==> config.mk <==
export PLATFORM = sky130hd
export DESIGN_NAME = chroni_line_writer
export DESIGN_NICKNAME = d
export VERILOG_FILES = /design/src/rtl/chroni_pkg.sv /design/src/rtl/chroni_glyph_shifter.sv /design/src/rtl/chroni_line_writer.sv
export SDC_FILE = /design/constraint.sdc
export NUM_CORES = 1
export LEC_CHECK = 0
export ABC_CLOCK_PERIOD_IN_PS = 5300
export CAP_MARGIN = 20
export CORE_ASPECT_RATIO = 1.2
export CORE_MARGIN = 2
export CORE_UTILIZATION = 36
export CTS_CLUSTER_DIAMETER = 200
export CTS_CLUSTER_SIZE = 8
export DETAILED_ROUTE_END_ITERATION = 16
export GPL_TIMING_DRIVEN = 0
export SETUP_SLACK_MARGIN = 0.3
export SYNTH_ARGS = -nofsm -noshare
export SYNTH_HDL_FRONTEND = slang
export SYNTH_SLANG_ARGS = --single-unit
==> constraint.sdc <==
create_clock -name sys_clk -period 5.3 [get_ports sys_clk]
set_clock_uncertainty 0.1 [all_clocks]
set_input_delay 1.59 -clock sys_clk [delete_from_list [all_inputs] [get_ports sys_clk]]
set_output_delay 1.59 -clock sys_clk [all_outputs]
set_load 0.1 [all_outputs]
==> src/rtl/chroni_pkg.sv <==
// Shared definitions for the chroni text-mode line writer.
// Latency: n/a (types and constants only).
// Backpressure: n/a.
package chroni_pkg;

    // Renderer state machine: one character costs 1+1+1+1+8 = 12 cycles.
    typedef enum logic [2:0] {
        IDLE,
        TEXT_RD,
        TEXT_WAIT,
        FONT_RD,
        FONT_WAIT,
        PIXELS
    } state_t;

    localparam int GLYPH_W = 8;
    localparam int GLYPH_H = 8;
    localparam int K_W     = $clog2(GLYPH_W);

    localparam logic [7:0] PIX_FG = 8'h01;
    localparam logic [7:0] PIX_BG = 8'h00;

endpackage

==> src/rtl/chroni_glyph_shifter.sv <==
// Holds one glyph row and shifts it out MSB-first, one pixel per shift.
// Latency: pix/k reflect the loaded glyph the cycle after load.
// Backpressure: none; the caller decides when to shift.
//
// Ports: load/glyph capture a new row and clear k; shift advances one pixel;
//        pix is the current leftmost pixel, k its index, last marks k == 7.
module chroni_glyph_shifter
    import chroni_pkg::*;
(
    input  logic               sys_clk,
    input  logic               reset_n,
    input  logic               load,
    input  logic               shift,
    input  logic [GLYPH_W-1:0] glyph,
    output logic               pix,
    output logic [K_W-1:0]     k,
    output logic               last
);

    logic [GLYPH_W-1:0] sr;

    always_ff @(posedge sys_clk or negedge reset_n) begin
        if (!reset_n) begin
            sr <= '0;
            k  <= '0;
        end else if (load) begin
            sr <= glyph;
            k  <= '0;
        end else if (shift) begin
            sr <= {sr[GLYPH_W-2:0], 1'b0};
            k  <= k + K_W'(1);
        end
    end

    assign pix  = sr[GLYPH_W-1];
    assign last = (k == K_W'(GLYPH_W - 1));

endmodule

==> src/rtl/chroni_line_writer.sv <==
// Text-mode scanline renderer filling the back half of a 2-line pixel buffer.
// Latency: trigger at cycle N -> TEXT_RD at N+1, first buf_we at N+5; 12*COLUMNS cycles per line.
// Backpressure: none; a render trigger arriving while busy is dropped and flagged in overrun.
//
// Ports: frame_start/render_start/scanline_start/mode_changed pace and abort rendering;
//        text_addr/text_data and font_addr/font_data are 1-cycle-latency RAM reads;
//        buf_addr/buf_data/buf_we write pixels; busy and sticky overrun report status.
module chroni_line_writer
    import chroni_pkg::*;
#(
    parameter int COLUMNS     = 80,
    parameter int ROWS        = 30,
    parameter int HALF_OFFSET = 640
) (
    input  logic        sys_clk,
    input  logic        reset_n,
    input  logic        frame_start,
    input  logic        render_start,
    input  logic        scanline_start,
    input  logic        mode_changed,
    input  logic        pixel_scale,
    input  logic [15:0] text_base,
    output logic [15:0] text_addr,
    input  logic [7:0]  text_data,
    output logic [10:0] font_addr,
    input  logic [7:0]  font_data,
    output logic        read_text,
    output logic        read_font,
    output logic [10:0] buf_addr,
    output logic [7:0]  buf_data,
    output logic        buf_we,
    output logic        busy,
    output logic        overrun
);

    localparam int COL_W = $clog2(COLUMNS);
    localparam int ROW_W = $clog2(ROWS + 1);
    localparam int LL_W  = $clog2(ROWS * GLYPH_H + 1);

    state_t            state, state_nxt;
    logic [COL_W-1:0]  col;
    logic [ROW_W-1:0]  row;
    logic [2:0]        glyph_line;
    logic              half;
    logic              scale_q;
    logic [LL_W-1:0]   lines_left;
    logic [1:0]        pace;
    logic [7:0]        char_q;
    logic              overrun_q;

    logic              pix;
    logic [K_W-1:0]    k;
    logic              k_last;
    logic              sh_load;
    logic              sh_shift;

    logic              idle;
    logic              aborting;
    logic              pace_tick;
    logic              pace_wrap;
    logic              trig;
    logic              start_line;
    logic              char_last;
    logic              char_done;

    assign idle      = (state == IDLE);
    assign aborting  = frame_start || mode_changed;
    // Scanlines only pace rendering while lines remain in the frame.
    assign pace_tick = scanline_start && (lines_left != '0);
    assign pace_wrap = pace_tick && (pace == (scale_q ? 2'd3 : 2'd1));
    assign trig      = render_start || pace_wrap;
    assign start_line = trig && idle && !aborting;
    assign char_last = (col == COL_W'(COLUMNS - 1));
    assign char_done = (state == PIXELS) && k_last;

    chroni_glyph_shifter u_shifter (
        .sys_clk (sys_clk),
        .reset_n (reset_n),
        .load    (sh_load),
        .shift   (sh_shift),
        .glyph   (font_data),
        .pix     (pix),
        .k       (k),
        .last    (k_last)
    );

    always_ff @(posedge sys_clk or negedge reset_n) begin
        if (!reset_n) begin
            state <= IDLE;
        end else begin
            state <= state_nxt;
        end
    end

    always_comb begin
        state_nxt = state;
        text_addr = '0;
        font_addr = '0;
        buf_addr  = '0;
        buf_data  = PIX_BG;
        buf_we    = 1'b0;
        read_text = 1'b0;
        read_font = 1'b0;
        sh_load   = 1'b0;
        sh_shift  = 1'b0;

        case (state)
            IDLE: begin
                if (trig) state_nxt = TEXT_RD;
            end
            TEXT_RD: begin
                read_text = 1'b1;
                text_addr = text_base + 16'(row) * 16'(COLUMNS) + 16'(col);
                state_nxt = TEXT_WAIT;
            end
            TEXT_WAIT: begin
                state_nxt = FONT_RD;
            end
            FONT_RD: begin
                read_font = 1'b1;
                font_addr = {char_q, glyph_line};
                state_nxt = FONT_WAIT;
            end
            FONT_WAIT: begin
                sh_load   = 1'b1;
                state_nxt = PIXELS;
            end
            PIXELS: begin
                buf_we    = 1'b1;
                sh_shift  = 1'b1;
                // col*8 + k is just the concatenation {col, k}.
                buf_addr  = (half ? 11'(HALF_OFFSET) : 11'd0) + 11'({col, k});
                buf_data  = pix ? PIX_FG : PIX_BG;
                if (k_last) state_nxt = char_last ? IDLE : TEXT_RD;
            end
            default: state_nxt = IDLE;
        endcase

        if (aborting) state_nxt = IDLE;
    end

    always_ff @(posedge sys_clk or negedge reset_n) begin
        if (!reset_n) begin
            col        <= '0;
            row        <= '0;
            glyph_line <= '0;
            half       <= 1'b0;
            scale_q    <= 1'b0;
            lines_left <= '0;
            pace       <= '0;
            char_q     <= '0;
        end else if (frame_start) begin
            col        <= '0;
            row        <= '0;
            glyph_line <= '0;
            half       <= 1'b0;
            lines_left <= '0;
            pace       <= '0;
        end else if (mode_changed) begin
            col        <= '0;
            lines_left <= '0;
        end else begin
            // render_start only rewinds the frame when it is actually accepted.
            if (render_start && idle) begin
                row        <= '0;
                glyph_line <= '0;
                half       <= 1'b0;
                lines_left <= LL_W'(ROWS * GLYPH_H);
                pace       <= '0;
            end else if (pace_tick) begin
                pace <= pace_wrap ? 2'd0 : pace + 2'd1;
            end

            if (start_line) begin
                col     <= '0;
                scale_q <= pixel_scale;
            end

            if (state == TEXT_WAIT) char_q <= text_data;

            if (char_done) begin
                if (!char_last) begin
                    col <= col + COL_W'(1);
                end else begin
                    col        <= '0;
                    half       <= ~half;
                    glyph_line <= glyph_line + 3'd1;
                    if (glyph_line == 3'd7) row <= row + ROW_W'(1);
                    lines_left <= lines_left - LL_W'(1);
                end
            end
        end
    end

    always_ff @(posedge sys_clk or negedge reset_n) begin
        if (!reset_n) begin
            overrun_q <= 1'b0;
        end else if (trig && !idle && !aborting) begin
            overrun_q <= 1'b1;
        end
    end

    assign busy    = !idle;
    assign overrun = overrun_q;

endmodule
==> results.txt <==
Tcrit/Tclk final -> 104%
CTS Sinks -> 50
status -> finished, violations left
Final WS setup -> -0.223 ns
Die H -> 118 um
Setup CP Type -> in2out
RSZ-0062 raised after global routing -> true
# diodes -> 0
Starting DRT DRC Count -> 173
Mapped Cells -> 430
fin area -> 5990 um^2
DP Wirelength -> 7530 um
Achievable Freq -> 0.181 GHz
Post-synth EDFFs -> 0
largest net degree at the start of global routing -> 28
Mean Syn Cell Area -> 9.11 um^2
failing checks -> setup timing
drt first pass iters -> 4
Final #Nets -> 629
Worst Max-Slew Pin Slew -> 1.00 ns
DP Area -> 5200 um^2
uppermost layer routed -> met4
Netlist cell types -> 63
initial antenna violation count -> 0
ANT nets after route -> 0
Die Wd -> 99.2 um
placer congestion estimate -> 0.844
Routed WL -> 10,500 um
placed insts -> 649
sequential-to-total area share from yosys stat -> 31.9%
worst-case clock buffer depth -> 2
first-pass GRT wire length -> 17,700 um
ys async rst share -> 100%
IO Port Bufs -> 82
worst vdd ir -> 0.000171 V
#FFs+latches synth -> 50
die area -> 11,700 um^2
CTS H-tree depth -> 2
worst-path fanout max -> 5
Final setup violation count -> 9
Layout Cells excl Fill -> 677
Initial Utilization -> 37.1%
GR Util All Layers -> 18.1%
Static Leak -> 2.57 nW
met2 routed WL -> 5410 um
vias in the first global route -> 3,703
Post-Syn Area -> 3920 um^2
Worst setup SP type -> primary input
Site Rows -> 41
I/O pin cnt -> 90
Hold Worst Slack -> 0.375 ns
Crit path required time -> 3.61 ns
ratio of cells with drive above 1 in the final layout -> 29.7%
clk root buf -> clkbuf_16
Avg Vias per Cell -> 5.39
relative slew slack -> 33.1%
HP Class -> reg2reg
clock-pin slew on the worst setup and hold paths -> 0.07 ns
cts bufs inserted -> 5
yosys warns -> 0
Arr. time, crit path -> 3.83 ns
CORE AREA -> 10,600 um^2
met1 WL -> 4460 um
final hold violations -> 0
Area growth syn-to-layout -> 52.9%
CP Capture Type -> output pin
clock latency on the worst-skew pair -> 0.29 ns
filler cell count -> 959
Final Critical Period -> 5.52 ns
CTS tree -> yes
Max Slew Vio Count -> 0
drt wl/cell -> 15.5 um
ys flop type -> dfrtp_1
Max-cap violations -> 0
global route total overflow -> 0
Residual DRC -> 0
Setup TNS Final -> -1.34 ns
Power Density -> 173 nW/um^2
metal3 WL -> 492 um
routed vias -> 3,650
## path summary, 6_finish.rpt
check | from | end | slack (ns) | depth (start not counted)
max reg2reg | u_shifter.k[0] | row[3] | 3.00 | 8
min in group asynchronous | reset_n | char_q[5] | 1.19 | 1
max | text_base[4] | text_addr[12] | -0.22 | 11
min | overrun | overrun | 0.38 | 1
max in group asynchronous | reset_n | row[1] | 3.34 | 2
min reg2reg | overrun | overrun | 0.38 | 1
## layer usage
layer | track usage, % | vias to the layer above
met1 | 22.7 | 1774
met5 | 0 | -
met3 | 3.55 | 16
met4 | 4.97 | 0
li1 | - | 1783
met2 | 31.3 | 77
## registers in the layout, summed over array words and instances, names as in the netlist, 2 cells and up
| register | flops |
|---|---|
| pace | 2 |
| char_q | 8 |
| state | 3 |
| col | 7 |
| row | 5 |
| u_shifter.k | 3 |
| glyph_line | 3 |
| lines_left | 8 |
| u_shifter.sr | 8 |
## through the flow
stage	setup slack [ns]	total power, W	utilization, %
4_1_cts	-0.176	0.00104	55.9
2_1_floorplan	-0.252	0.000607	-
5_1_grt	-0.274	0.00108	56.7
6_report	-0.223	0.00104	56.7
3_5_place_dp	-1.63	0.000688	49.2
3_3_place_gp	-1.60	0.000681	49.0
## final cells by class
| cell class | instances | area [um^2] | share of cell area (%) |
|---|---|---|---|
| Clock buffer | 6 | 139 | 2.32 |
| Timing Repair Buffer | 104 | 1100 | 18.4 |
| Clock inverter | 2 | 12.5 | 0.209 |
| Tap cell | 129 | 161 | 2.69 |
| Buffer | 26 | 171 | 2.86 |
| Sequential cell | 50 | 1250 | 20.9 |
| Multi-Input combinational cell | 342 | 3080 | 51.3 |
| Inverter | 18 | 75.1 | 1.25 |
## kinds of logic (layout without fill, tap and decap cells)
kind of cell,count (synthesis),in the layout,synth area share (%)
adders and majority gates,43,43,14.7
muxes,19,19,5.17
DFF,50,50,31.9
and+or+nand+nor,161,161,22.6
xor gates and xnor gates,11,11,2.46
AOI/OAI and AO/OA,101,101,17.5
other,1,7,0.0957
buffers and inverters,44,156,5.59
## power breakdown
| group | switching [W] | internal (W) |
|---|---|---|
| logic | 0.000171 | 0.000108 |
| registers | 0.0000159 | 0.000410 |
| clock network | 0.000143 | 0.000187 |
| total | 0.000330 | 0.000706 |
## Yosys cell counts (5+ instances only)
cell type	number	area, um^2
dfrtp_1	50	1250
ha_1	38	475
nor2_1	38	143
a21oi_1	29	145
nand2_1	29	109
o21ai_0	19	95.1
inv_1	17	63.8
and2_1	16	100
nand3_1	16	80.1
and3_1	13	81.3
clkbuf_1	11	41.3
nor3_1	11	55.1
a21o_1	10	75.1
mux2_2	10	113
mux2i_1	9	90.1
nand2b_1	8	50.1
buf_4	7	52.6
a31oi_1	6	37.5
o32ai_1	6	52.6
xnor2_1	6	52.6
a211oi_1	5	37.5
fa_1	5	100
xor2_1	5	43.8
## layout by cell type (no fill, tap or decap), types with 7 or more instances in the layout
cell / synthesis / routed
nand2b_1: 8 / 7
nand2_1: 29 / 27
ha_1: 38 / 19
and3_1: 13 / 13
buf_2: 4 / 8
buf_4: 7 / 25
conb_1: 1 / 7
dlygate4sd2_1: 0 / 7
clkbuf_1: 11 / 9
mux2_2: 10 / 10
buf_6: 3 / 7
a21o_1: 10 / 10
nand3_1: 16 / 12
clkdlybuf4s50_1: 0 / 53
ha_4: 0 / 17
inv_1: 17 / 13
buf_12: 0 / 12
o21ai_0: 19 / 16
a21oi_1: 29 / 19
and2_1: 16 / 16
dfrtp_1: 50 / 48
mux2i_1: 9 / 8
nor2_1: 38 / 30
nor3_1: 11 / 7
## worst max-delay path, stage by stage
cell       delay [ns]
buf_8            0.09
inv_8            0.03
fa_1             0.55
inv_2            0.05
ha_4             0.26
a21o_1           0.19
a21oi_4          0.18
a21boi_4         0.10
o2111ai_2        0.19
or3b_4           0.42
buf_12           0.18
## timing repair
item | CTS | global route
endpoints found under the setup margin | 16 | 12
gates resized for setup | 199 | 17
buffers inserted | 17 | 3
pin swaps | 45 | 15
hold buffers | 0 | 0
Note: power is estimated with default switching activity, not from simulation.
